--- src/rtl/spi_master_mc_if.sv ---
// Control/handshake and SPI pin bundle for spi_master_mc.
// master = the SPI master block, slave = firmware side plus the SPI device.
interface spi_master_mc_if #(
   parameter int DATA_W = 32,
   parameter int NCS    = 4,
   parameter int DIV_W  = 16
);
   localparam int NBW = $clog2(DATA_W);
   localparam int CSW = (NCS > 1) ? $clog2(NCS) : 1;

   logic [DATA_W-1:0] tx_data;
   logic [DATA_W-1:0] rx_data;
   logic [NBW-1:0]    nbits;
   logic [CSW-1:0]    cs_sel;
   logic              cpol;
   logic              cpha;
   logic              lsb_first;
   logic [DIV_W-1:0]  div;
   logic              start;
   logic              busy;
   logic              done;
   logic [NCS-1:0]    spi_csn;
   logic              spi_sck;
   logic              spi_mosi;
   logic              spi_miso;

   modport master (
      input  tx_data, nbits, cs_sel, cpol, cpha, lsb_first, div, start,
      input  spi_miso,
      output rx_data, busy, done, spi_csn, spi_sck, spi_mosi
   );

   modport slave (
      output tx_data, nbits, cs_sel, cpol, cpha, lsb_first, div, start,
      output spi_miso,
      input  rx_data, busy, done, spi_csn, spi_sck, spi_mosi
   );
endinterface

--- src/rtl/spi_master_mc.sv ---
// SPI master: runtime width, CS index, CPOL/CPHA, bit order and divider.
// Registered outputs; start/busy/done handshake towards firmware logic.
module spi_master_mc #(
   parameter int DATA_W = 32,
   parameter int NCS    = 4,
   parameter int DIV_W  = 16
) (
   input  logic          clk,
   input  logic          nrst,
   spi_master_mc_if.master bus
);
   localparam int NBW  = $clog2(DATA_W);
   localparam int CNTW = NBW + 1;
   localparam int CSW  = (NCS > 1) ? $clog2(NCS) : 1;

   typedef enum logic [2:0] {
      S_IDLE,
      S_SETUP,
      S_LEAD,
      S_HOLD,
      S_GAP
   } state_t;

   state_t            state_q, state_d;
   logic [DIV_W-1:0]  cnt_q, cnt_d;
   logic [CNTW-1:0]   bit_q, bit_d;
   logic [DATA_W-1:0] tx_q, tx_d;
   logic [DATA_W-1:0] rx_sh_q, rx_sh_d;
   logic [DATA_W-1:0] rx_q, rx_d;
   logic [NBW-1:0]    nb_q, nb_d;
   logic              cpol_q, cpol_d;
   logic              cpha_q, cpha_d;
   logic              lsb_q, lsb_d;
   logic [DIV_W-1:0]  div_q, div_d;
   logic              busy_q, busy_d;
   logic              done_q, done_d;
   logic [NCS-1:0]    csn_q, csn_d;
   logic              sck_q, sck_d;
   logic              mosi_q, mosi_d;

   logic              phase_end;
   logic              last;

   // Bit ordinal (0 = first on the wire) to position in the data word.
   function automatic logic [NBW-1:0] bit_idx(
      input logic [NBW-1:0] ord,
      input logic [NBW-1:0] nb,
      input logic           lsb
   );
      bit_idx = lsb ? ord : nb - ord;
   endfunction

   assign phase_end = (cnt_q == div_q);
   assign last      = (bit_q == CNTW'(nb_q) + CNTW'(1));

   always_comb begin
      state_d = state_q;
      cnt_d   = cnt_q;
      bit_d   = bit_q;
      tx_d    = tx_q;
      rx_sh_d = rx_sh_q;
      rx_d    = rx_q;
      nb_d    = nb_q;
      cpol_d  = cpol_q;
      cpha_d  = cpha_q;
      lsb_d   = lsb_q;
      div_d   = div_q;
      busy_d  = busy_q;
      done_d  = 1'b0;
      csn_d   = csn_q;
      sck_d   = sck_q;
      mosi_d  = mosi_q;

      unique case (state_q)
         S_IDLE: begin
            sck_d  = bus.cpol;
            mosi_d = 1'b1;
            cnt_d  = '0;
            bit_d  = '0;
            if (bus.start) begin
               tx_d    = bus.tx_data;
               nb_d    = bus.nbits;
               cpol_d  = bus.cpol;
               cpha_d  = bus.cpha;
               lsb_d   = bus.lsb_first;
               div_d   = bus.div;
               rx_sh_d = '0;
               busy_d  = 1'b1;
               state_d = S_SETUP;
               for (int i = 0; i < NCS; i++)
                  csn_d[i] = !(bus.cs_sel == CSW'(i));
               if (!bus.cpha)
                  mosi_d = bus.tx_data[bit_idx('0, bus.nbits,
                                               bus.lsb_first)];
            end
         end
         S_SETUP: begin
            if (phase_end) begin
               cnt_d = '0;
               if (last) begin
                  state_d = S_HOLD;
               end else begin
                  sck_d   = ~cpol_q;
                  state_d = S_LEAD;
                  if (!cpha_q)
                     rx_sh_d[bit_idx(bit_q[NBW-1:0], nb_q, lsb_q)] =
                        bus.spi_miso;
                  else
                     mosi_d = tx_q[bit_idx(bit_q[NBW-1:0], nb_q, lsb_q)];
               end
            end else begin
               cnt_d = cnt_q + DIV_W'(1);
            end
         end
         S_LEAD: begin
            if (phase_end) begin
               cnt_d   = '0;
               sck_d   = cpol_q;
               bit_d   = bit_q + CNTW'(1);
               state_d = S_SETUP;
               if (cpha_q)
                  rx_sh_d[bit_idx(bit_q[NBW-1:0], nb_q, lsb_q)] =
                     bus.spi_miso;
               else if (bit_q < CNTW'(nb_q))
                  mosi_d = tx_q[bit_idx(bit_q[NBW-1:0] + NBW'(1),
                                        nb_q, lsb_q)];
            end else begin
               cnt_d = cnt_q + DIV_W'(1);
            end
         end
         S_HOLD: begin
            if (phase_end) begin
               cnt_d   = '0;
               csn_d   = '1;
               mosi_d  = 1'b1;
               state_d = S_GAP;
            end else begin
               cnt_d = cnt_q + DIV_W'(1);
            end
         end
         S_GAP: begin
            if (phase_end) begin
               cnt_d   = '0;
               rx_d    = rx_sh_q;
               done_d  = 1'b1;
               busy_d  = 1'b0;
               state_d = S_IDLE;
            end else begin
               cnt_d = cnt_q + DIV_W'(1);
            end
         end
         default: state_d = S_IDLE;
      endcase
   end

   always_ff @(posedge clk or negedge nrst) begin
      if (!nrst) begin
         state_q <= S_IDLE;
         cnt_q   <= '0;
         bit_q   <= '0;
         tx_q    <= '0;
         rx_sh_q <= '0;
         rx_q    <= '0;
         nb_q    <= '0;
         cpol_q  <= 1'b0;
         cpha_q  <= 1'b0;
         lsb_q   <= 1'b0;
         div_q   <= '0;
         busy_q  <= 1'b0;
         done_q  <= 1'b0;
         csn_q   <= '1;
         sck_q   <= 1'b0;
         mosi_q  <= 1'b1;
      end else begin
         state_q <= state_d;
         cnt_q   <= cnt_d;
         bit_q   <= bit_d;
         tx_q    <= tx_d;
         rx_sh_q <= rx_sh_d;
         rx_q    <= rx_d;
         nb_q    <= nb_d;
         cpol_q  <= cpol_d;
         cpha_q  <= cpha_d;
         lsb_q   <= lsb_d;
         div_q   <= div_d;
         busy_q  <= busy_d;
         done_q  <= done_d;
         csn_q   <= csn_d;
         sck_q   <= sck_d;
         mosi_q  <= mosi_d;
      end
   end

   assign bus.rx_data  = rx_q;
   assign bus.busy     = busy_q;
   assign bus.done     = done_q;
   assign bus.spi_csn  = csn_q;
   assign bus.spi_sck  = sck_q;
   assign bus.spi_mosi = mosi_q;
endmodule
--- src/flat_wrapper.sv ---
// flat-port wrapper written by rule: the top's interface ports become plain ports
module spi_master_mc_flat 
#(
   parameter int DATA_W = 32,
   parameter int NCS    = 4,
   parameter int DIV_W  = 16
)
  (clk, nrst, bus_tx_data, bus_nbits, bus_cs_sel, bus_cpol, bus_cpha, bus_lsb_first, bus_div, bus_start, bus_spi_miso, bus_rx_data, bus_busy, bus_done, bus_spi_csn, bus_spi_sck, bus_spi_mosi);
  spi_master_mc_if #(.DATA_W(DATA_W), .NCS(NCS), .DIV_W(DIV_W)) bus_i ();
  input  logic clk;
  input  logic nrst;
  input wire logic [$bits(bus_i.tx_data)-1:0] bus_tx_data;
  input wire logic [$bits(bus_i.nbits)-1:0] bus_nbits;
  input wire logic [$bits(bus_i.cs_sel)-1:0] bus_cs_sel;
  input wire logic [$bits(bus_i.cpol)-1:0] bus_cpol;
  input wire logic [$bits(bus_i.cpha)-1:0] bus_cpha;
  input wire logic [$bits(bus_i.lsb_first)-1:0] bus_lsb_first;
  input wire logic [$bits(bus_i.div)-1:0] bus_div;
  input wire logic [$bits(bus_i.start)-1:0] bus_start;
  input wire logic [$bits(bus_i.spi_miso)-1:0] bus_spi_miso;
  output wire logic [$bits(bus_i.rx_data)-1:0] bus_rx_data;
  output wire logic [$bits(bus_i.busy)-1:0] bus_busy;
  output wire logic [$bits(bus_i.done)-1:0] bus_done;
  output wire logic [$bits(bus_i.spi_csn)-1:0] bus_spi_csn;
  output wire logic [$bits(bus_i.spi_sck)-1:0] bus_spi_sck;
  output wire logic [$bits(bus_i.spi_mosi)-1:0] bus_spi_mosi;
  assign bus_i.tx_data = bus_tx_data;
  assign bus_i.nbits = bus_nbits;
  assign bus_i.cs_sel = bus_cs_sel;
  assign bus_i.cpol = bus_cpol;
  assign bus_i.cpha = bus_cpha;
  assign bus_i.lsb_first = bus_lsb_first;
  assign bus_i.div = bus_div;
  assign bus_i.start = bus_start;
  assign bus_i.spi_miso = bus_spi_miso;
  assign bus_rx_data = bus_i.rx_data;
  assign bus_busy = bus_i.busy;
  assign bus_done = bus_i.done;
  assign bus_spi_csn = bus_i.spi_csn;
  assign bus_spi_sck = bus_i.spi_sck;
  assign bus_spi_mosi = bus_i.spi_mosi;
  spi_master_mc #(.DATA_W(DATA_W), .NCS(NCS), .DIV_W(DIV_W)) u_core (.clk(clk), .nrst(nrst), .bus(bus_i));
endmodule
--- config.mk ---
export PLATFORM = sky130hd
export DESIGN_NAME = spi_master_mc_flat
export DESIGN_NICKNAME = d
export VERILOG_FILES = /design/src/rtl/spi_master_mc_if.sv /design/src/rtl/spi_master_mc.sv /design/src/flat_wrapper.sv
export SDC_FILE = /design/constraint.sdc
export NUM_CORES = 1
export LEC_CHECK = 0
export ABC_AREA = 1
export CORE_ASPECT_RATIO = 1.4
export CORE_MARGIN = 1
export CORE_UTILIZATION = 59
export CTS_BUF_LIST = sky130_fd_sc_hd__clkbuf_8
export DETAILED_ROUTE_END_ITERATION = 6
export PLACE_DENSITY_LB_ADDON = 0.08
export SKIP_CTS_REPAIR_TIMING = 1
export SLEW_MARGIN = 20
export SYNTH_ARGS = -nofsm -noshare
export SYNTH_HDL_FRONTEND = slang
export SYNTH_SLANG_ARGS = --single-unit
--- constraint.sdc ---
create_clock -name clk -period 3 [get_ports clk]
set_clock_uncertainty 0.05 [all_clocks]
set_input_delay 0.6 -clock clk [delete_from_list [all_inputs] [get_ports clk]]
set_output_delay 0.6 -clock clk [all_outputs]
set_load 0.01 [all_outputs]
Yosys cells after proc, flatten, opt, wreduce, memory -nomap -nowiden

Index checks and enable logic that the tools add are counted.

Bits in registers: 153
Logic and storage cells: 123
Output and inout bits: 40
Bits of input ports: 62

$lt $le $gt $ge: 5
Add/sub/neg operators: 6
Eq/ne operators: 20
Bitwise logic cells: 1
Reductions and logical operators: 23
Multiplexer cells: 52

Operators by type and width:

| cell                                                       | number |
|---|---|
| two-way mux 32 bit                                         | 6 |
| case mux 32 bit (3 select lines)                           | 1 |
| bitwise mux 32 bit                                         | 1 |
| case mux 16 bit (2 select lines)                           | 1 |
| two-way mux 1 bit                                          | 21 |
| less-than comparator 5 x 6 -> 1 bit, second input constant | 3 |
| adder 16 x 1 -> 16 bit, second input constant              | 1 |
| equality test 16 bit                                       | 1 |
| two-way mux 16 bit                                         | 1 |
| binary-select mux 1 bit (select 5 bit)                     | 3 |
| two-way mux 3 bit                                          | 5 |
| two-way mux 5 bit                                          | 3 |
| case mux 3 bit (5 select lines)                            | 1 |
| != test 2 x 1 -> 1 bit, second input constant              | 7 |
| case mux 6 bit (2 select lines)                            | 1 |
| subtractor 5 bit                                           | 2 |
| two-way mux 4 bit                                          | 2 |
| != test 2 bit, second input constant                       | 4 |
| case mux 4 bit (2 select lines)                            | 1 |
| AND reduction 8 bit                                        | 1 |
| nonzero test 2 bit                                         | 4 |
| AND reduction 7 bit                                        | 1 |
| adder 5 x 1 -> 6 bit, second input constant                | 1 |
| adder 6 x 1 -> 6 bit, second input constant                | 1 |
| other kinds (26)                                           | 34 |

Longest topological paths before layout

Word-level depth: 11
Depth in mapped cells: 19
Depth with buffers taken out: 18

Worst setup path before layout

No wires, ideal clock.

Kind: reg-to-reg
Start: register u_core.bit_q[1]
End: register u_core.mosi_q (netlist: u_core.bus.spi_mosi)
Setup time: 67 ps
Setup slack: 531 ps
Clock period less this slack: 2469 ps
Data required time: 2883 ps
Cell stages (with the launch flop): 18
Path buffers: 0
Data arrival time: 2352 ps
Cell sequence: dfrtp_1 -> ha_1 -> inv_1 -> fa_1 -> inv_1 -> o21ai_2 -> inv_1 -> nand3_1 -> nand2_1 -> nand2_1 -> nand2_1 -> nand2_1 -> nand3_1 -> nand2_1 -> nand2_1 -> nand2_1 -> nor2_1 -> nor2_1

Word-level cells in the longest chain between the ends: 9
Elaborated cells on any way between the ends: 21
Classes of those cells: add/sub (3); order compare (1); eq/ne (3); mux (13); reduce/logical (1)

RTL lines:

| element                                 | line                 | source |
|---|---|---|
| start, declared                         | spi_master_mc.sv:26  | `logic [CNTW-1:0] bit_q, bit_d;` |
| start signal, assigned                  | spi_master_mc.sv:177 | `bit_q <= bit_d;` |
| adder 5 x 1 -> 5 bit                    | spi_master_mc.sv:125 | `mosi_d = tx_q[bit_idx(bit_q[NBW-1:0] + NBW'(1),` |
| subtractor 5 bit                        | spi_master_mc.sv:50  | `bit_idx = lsb ? ord : nb - ord;` |
| two-way mux 5 bit                       | spi_master_mc.sv:50  |  |
| binary-select mux 1 bit (select 5 bit)  | spi_master_mc.sv:125 |  |
| two-way mux 1 bit (not written as such) | spi_master_mc.sv:125 |  |
| two-way mux 1 bit                       | spi_master_mc.sv:124 | `else if (bit_q < CNTW'(nb_q))` |
| two-way mux 1 bit                       | spi_master_mc.sv:121 | `if (cpha_q)` |
| two-way mux 1 bit                       | spi_master_mc.sv:116 | `if (phase_end) begin` |
| case mux 1 bit (4 select lines)         | spi_master_mc.sv:74  | `unique case (state_q)` |
| end signal, assigned                    | spi_master_mc.sv:190 | `mosi_q <= mosi_d;` |
| end, declared                           | spi_master_mc.sv:39  | `logic mosi_q, mosi_d;` |

Parallel ways exist; a longest one is shown, timed or not. The select of a mux whose other input is x is not followed.
A chain may end at the register's enable or synchronous reset.

Worst setup path in the final report

Ends and elaborated chain as after synthesis.

==> summary.txt <==
post-placement cell count -> 1511
total length of routed wires -> 20.6 mm
total internal power -> 5.20 mW
Avg Inst Size Synth -> 7.06 µm²
cell area after synthesis -> 0.00876 mm²
overflow left after global routing -> 0
most repeated library cell on the critical path -> nand2_1
number of vias per cell -> 5.20
total core area -> 0.0145 mm²
final hold viol count -> 0
Critical Path Slowest Stage Cell -> fa_1
count of placed standard cells in the final layout, fillers left out -> 1543
Setup Total Neg Slack -> 0 ns
Buffers & Inverters on Critical Path -> 3
number of synthesized flops with an enable pin -> 0
post-DR wirelength/cell -> 13.4 µm
number of vias in the routed layout -> 8021
Critical R2R Launch -> u_core.bit_q[1]
Inserted Diodes -> 0
num ports -> 102
kind of capture point of the worst setup path -> flip-flop
switching power of the nets -> 4.48 mW
worst vdd ir -> 502 µV
Max Cap Violations -> 0
number of antenna violations at the first check in global routing -> 0
Worst-Margin Slew -> 0.966 ns
critical path fanouts, max -> 9
area share of the largest cell type after synthesis -> 42.3%
residual DRC count -> 0
fraction of power consumed by combinational cells -> 50.7%
startpoint of the most critical setup path -> u_core.bit_q[1]
Starting Density -> 60.4%
master cell of the clock root buffer -> clkbuf_8
Worst setup SP type -> flip-flop
number of max-slew violations in the final report -> 0
maximum number of pins on one net before global-route repair -> 57
delay of the slowest cell on the worst path -> 0.51 ns
CTS tree -> done
power density cells -> 926 mW/mm²
required time of the critical path -> 3.34 ns
filler instances -> 1233
top area cells in the synthesized netlist -> dfrtp_1 (42%), nand2_1 (20%), nor2_1 (6.2%)
number of nets in the finished design -> 1421
number of synthesized register bits -> 153
hold slack final -> 0.0324 ns
number of global-route vias before repair -> 7604
TritonCTS Buffers -> 17
share of synthesized flip-flops with an asynchronous set or reset -> 100%
unrepaired setup endpoints after global routing -> false
cell class contributing the biggest share of worst-path delay -> adder cells
clock latency of the later-clocked register in the worst-skew pair -> 0.46 ns
clock input transition at the sequential cells of the worst setup and hold paths -> 0.09 ns
post-route ant nets -> 0
count of cells along the worst register-to-register path -> 17
top cell type by total area after synthesis -> dfrtp_1
most frequently used cell type in the post-synthesis netlist -> nand2_1
width of the die -> 105 µm
critical path data arrival time -> 3.08 ns
Top FF cell, synth -> dfrtp_1
Yosys warning total -> 0
ordered list of cells on the worst path -> ha_1, inv_1, fa_1, inv_1, o21ai_4, inv_1, nand3_1, nand2_1, nand2_1, nand2_1, nand2_1, nand3_1, nand2_1, nand2_1, nand2_1, nor2_1, nor2_1
worst r2r dst -> u_core.bus.spi_mosi
type of the tightest min-delay check -> input pin to async pin
area added between synthesis and finish -> 19.3%
post-synthesis instance total -> 1241
ranking of synthesized cells by instance count -> nand2_1 (472), dfrtp_1 (148), nor2_1 (145)
DR iter-0 viols -> 366
clk buf depth -> 2
minimum clock period after layout -> 2.74 ns
Post-Synthesis Net Count -> 1321
Final Wtd Congestion -> 0.924
router iterations before antenna repair -> 6
wire length of the first global-routing pass -> 35.3 mm
run status -> completed
placement row count -> 52
number of library cell types mapped by synthesis -> 42
maximum level of the CTS H-tree -> 4
critical path class -> flip-flop to flip-flop
layout cells sized above 1 -> 7.61%
fmax -> 365 MHz
y dimension of the die -> 146 µm
number of sinks handled by clock tree synthesis -> 153
FF-to-FF setup slack -> 0.26 ns
count of port buffers added during placement -> 101
sequential power share -> 31.0%
overall global routing resource usage -> 28.6%
floorplan die area -> 0.0153 mm²
headroom to the max-slew limit -> 35.5%
HPWL after detailed placement -> 15.6 mm
clock share of power -> 18.4%
final setup vio count -> 0
Seq/Total Area, Yosys -> 43.8%
reported leakage power -> 5.48 nW
share of the clock period used by the worst path after layout -> 91.4%
share of total power consumed by net switching -> 46.3%
routing by layer:
layer / vias up / GRT usage, % / part of all wire, %
met3: 34 / 4.24 / 3.3
li1: 4088 / - / -
met1: 3699 / 34.9 / 43
met5: - / 0 / 0
met2: 200 / 51.2 / 51
met4: 0 / 10.8 / 2.6
worst max-delay path by stage:
stage	end	slack [ns]	cells after the start
finish	u_core.bus.spi_mosi	0.26	17
global route	u_core.bus.spi_mosi	0.006	17
CTS	u_core.bus.spi_mosi	0.17	17
detailed placement	u_core.bus.spi_mosi	0.12	14
global placement	u_core.bus.spi_mosi	0.11	14
floorplan	u_core.bus.spi_mosi	0.53	17
metrics by stage:
step	total power [mW]	util [%]	setup WS, ns	area (µm²)
3_3_place_gp	7.79	68.9	0.113	9990
5_1_grt	10.5	72.0	0.00557	10500
6_report	9.68	72.0	0.257	10500
2_1_floorplan	6.62	-	0.531	8760
3_5_place_dp	7.86	68.9	0.117	9990
4_1_cts	9.64	72.0	0.166	10400
layout by cell type (no fill, tap or decap), drive strengths merged, types with 2 or more instances in the layout:
| cell | synthesis | layout |
|---|---|---|
| nand3 | 73 | 73 |
| clkinv | 1 | 4 |
| mux2 | 11 | 11 |
| fa | 2 | 2 |
| xor2 | 14 | 14 |
| nor2 | 152 | 152 |
| dfstp | 5 | 5 |
| ha | 16 | 16 |
| clkbuf | 22 | 18 |
| o21bai | 2 | 2 |
| nor3 | 8 | 8 |
| nand3b | 4 | 4 |
| o21ai | 102 | 102 |
| dfrtp | 148 | 148 |
| a21oi | 26 | 26 |
| nand4 | 5 | 5 |
| buf | 18 | 21 |
| nand2 | 477 | 477 |
| inv | 137 | 144 |
| o22ai | 13 | 13 |
| bufinv | 0 | 3 |
| clkdlybuf4s50 | 0 | 100 |
sequential cells by signal, indices dropped and copies added, names as in the netlist:
signal               count
u_core.bus.busy          1
u_core.lsb_q             1
u_core.bit_q             6
u_core.bus.spi_sck       1
u_core.nb_q              5
u_core.cnt_q            16
u_core.div_q            16
u_core.tx_q             32
u_core.state_q           3
u_core.bus.spi_mosi      1
u_core.bus.rx_data      32
u_core.cpol_q            1
u_core.cpha_q            1
u_core.rx_sh_q          32
u_core.bus.done          1
u_core.bus.spi_csn       4
power by group through the flow:
stage	combinational, mW	clock (mW)	sequential [mW]
2_1_floorplan	3.68	0	2.93
3_3_place_gp	4.77	0	3.02
3_5_place_dp	4.83	0	3.03
4_1_cts	4.87	1.79	2.99
5_1_grt	5.61	1.88	3.06
6_report	4.90	1.78	3.00
cell type report:
class	count	area, µm²	area share (%)
Multi-Input combinational cell	910	4210	40.3
Sequential cell	153	3840	36.7
Timing Repair Buffer	121	1200	11.5
Inverter	138	519	4.97
Clock buffer	18	248	2.37
Tap cell	189	236	2.26
Clock inverter	14	203	1.94
worst register-to-register path: cells and delay by family, from the launching register on:
family          cells  cell delay (ns)
fa+ha+maj           2             0.85
simple gates       11             0.71
flops               1             0.47
buf+inv             3             0.34
compound gates      1             0.26
logic make-up after synthesis:
| kind of cell | synth area share [%] |
|---|---|
| DFF | 43.8 |
| AOI/OAI and AO/OA | 9.25 |
| muxes | 1.41 |
| adders and majority gates | 2.74 |
| buffers and inverters | 8.31 |
| and+or+nand+nor | 33.0 |
| xor gates and xnor gates | 1.50 |
Note: power is estimated with default switching activity, not from simulation.
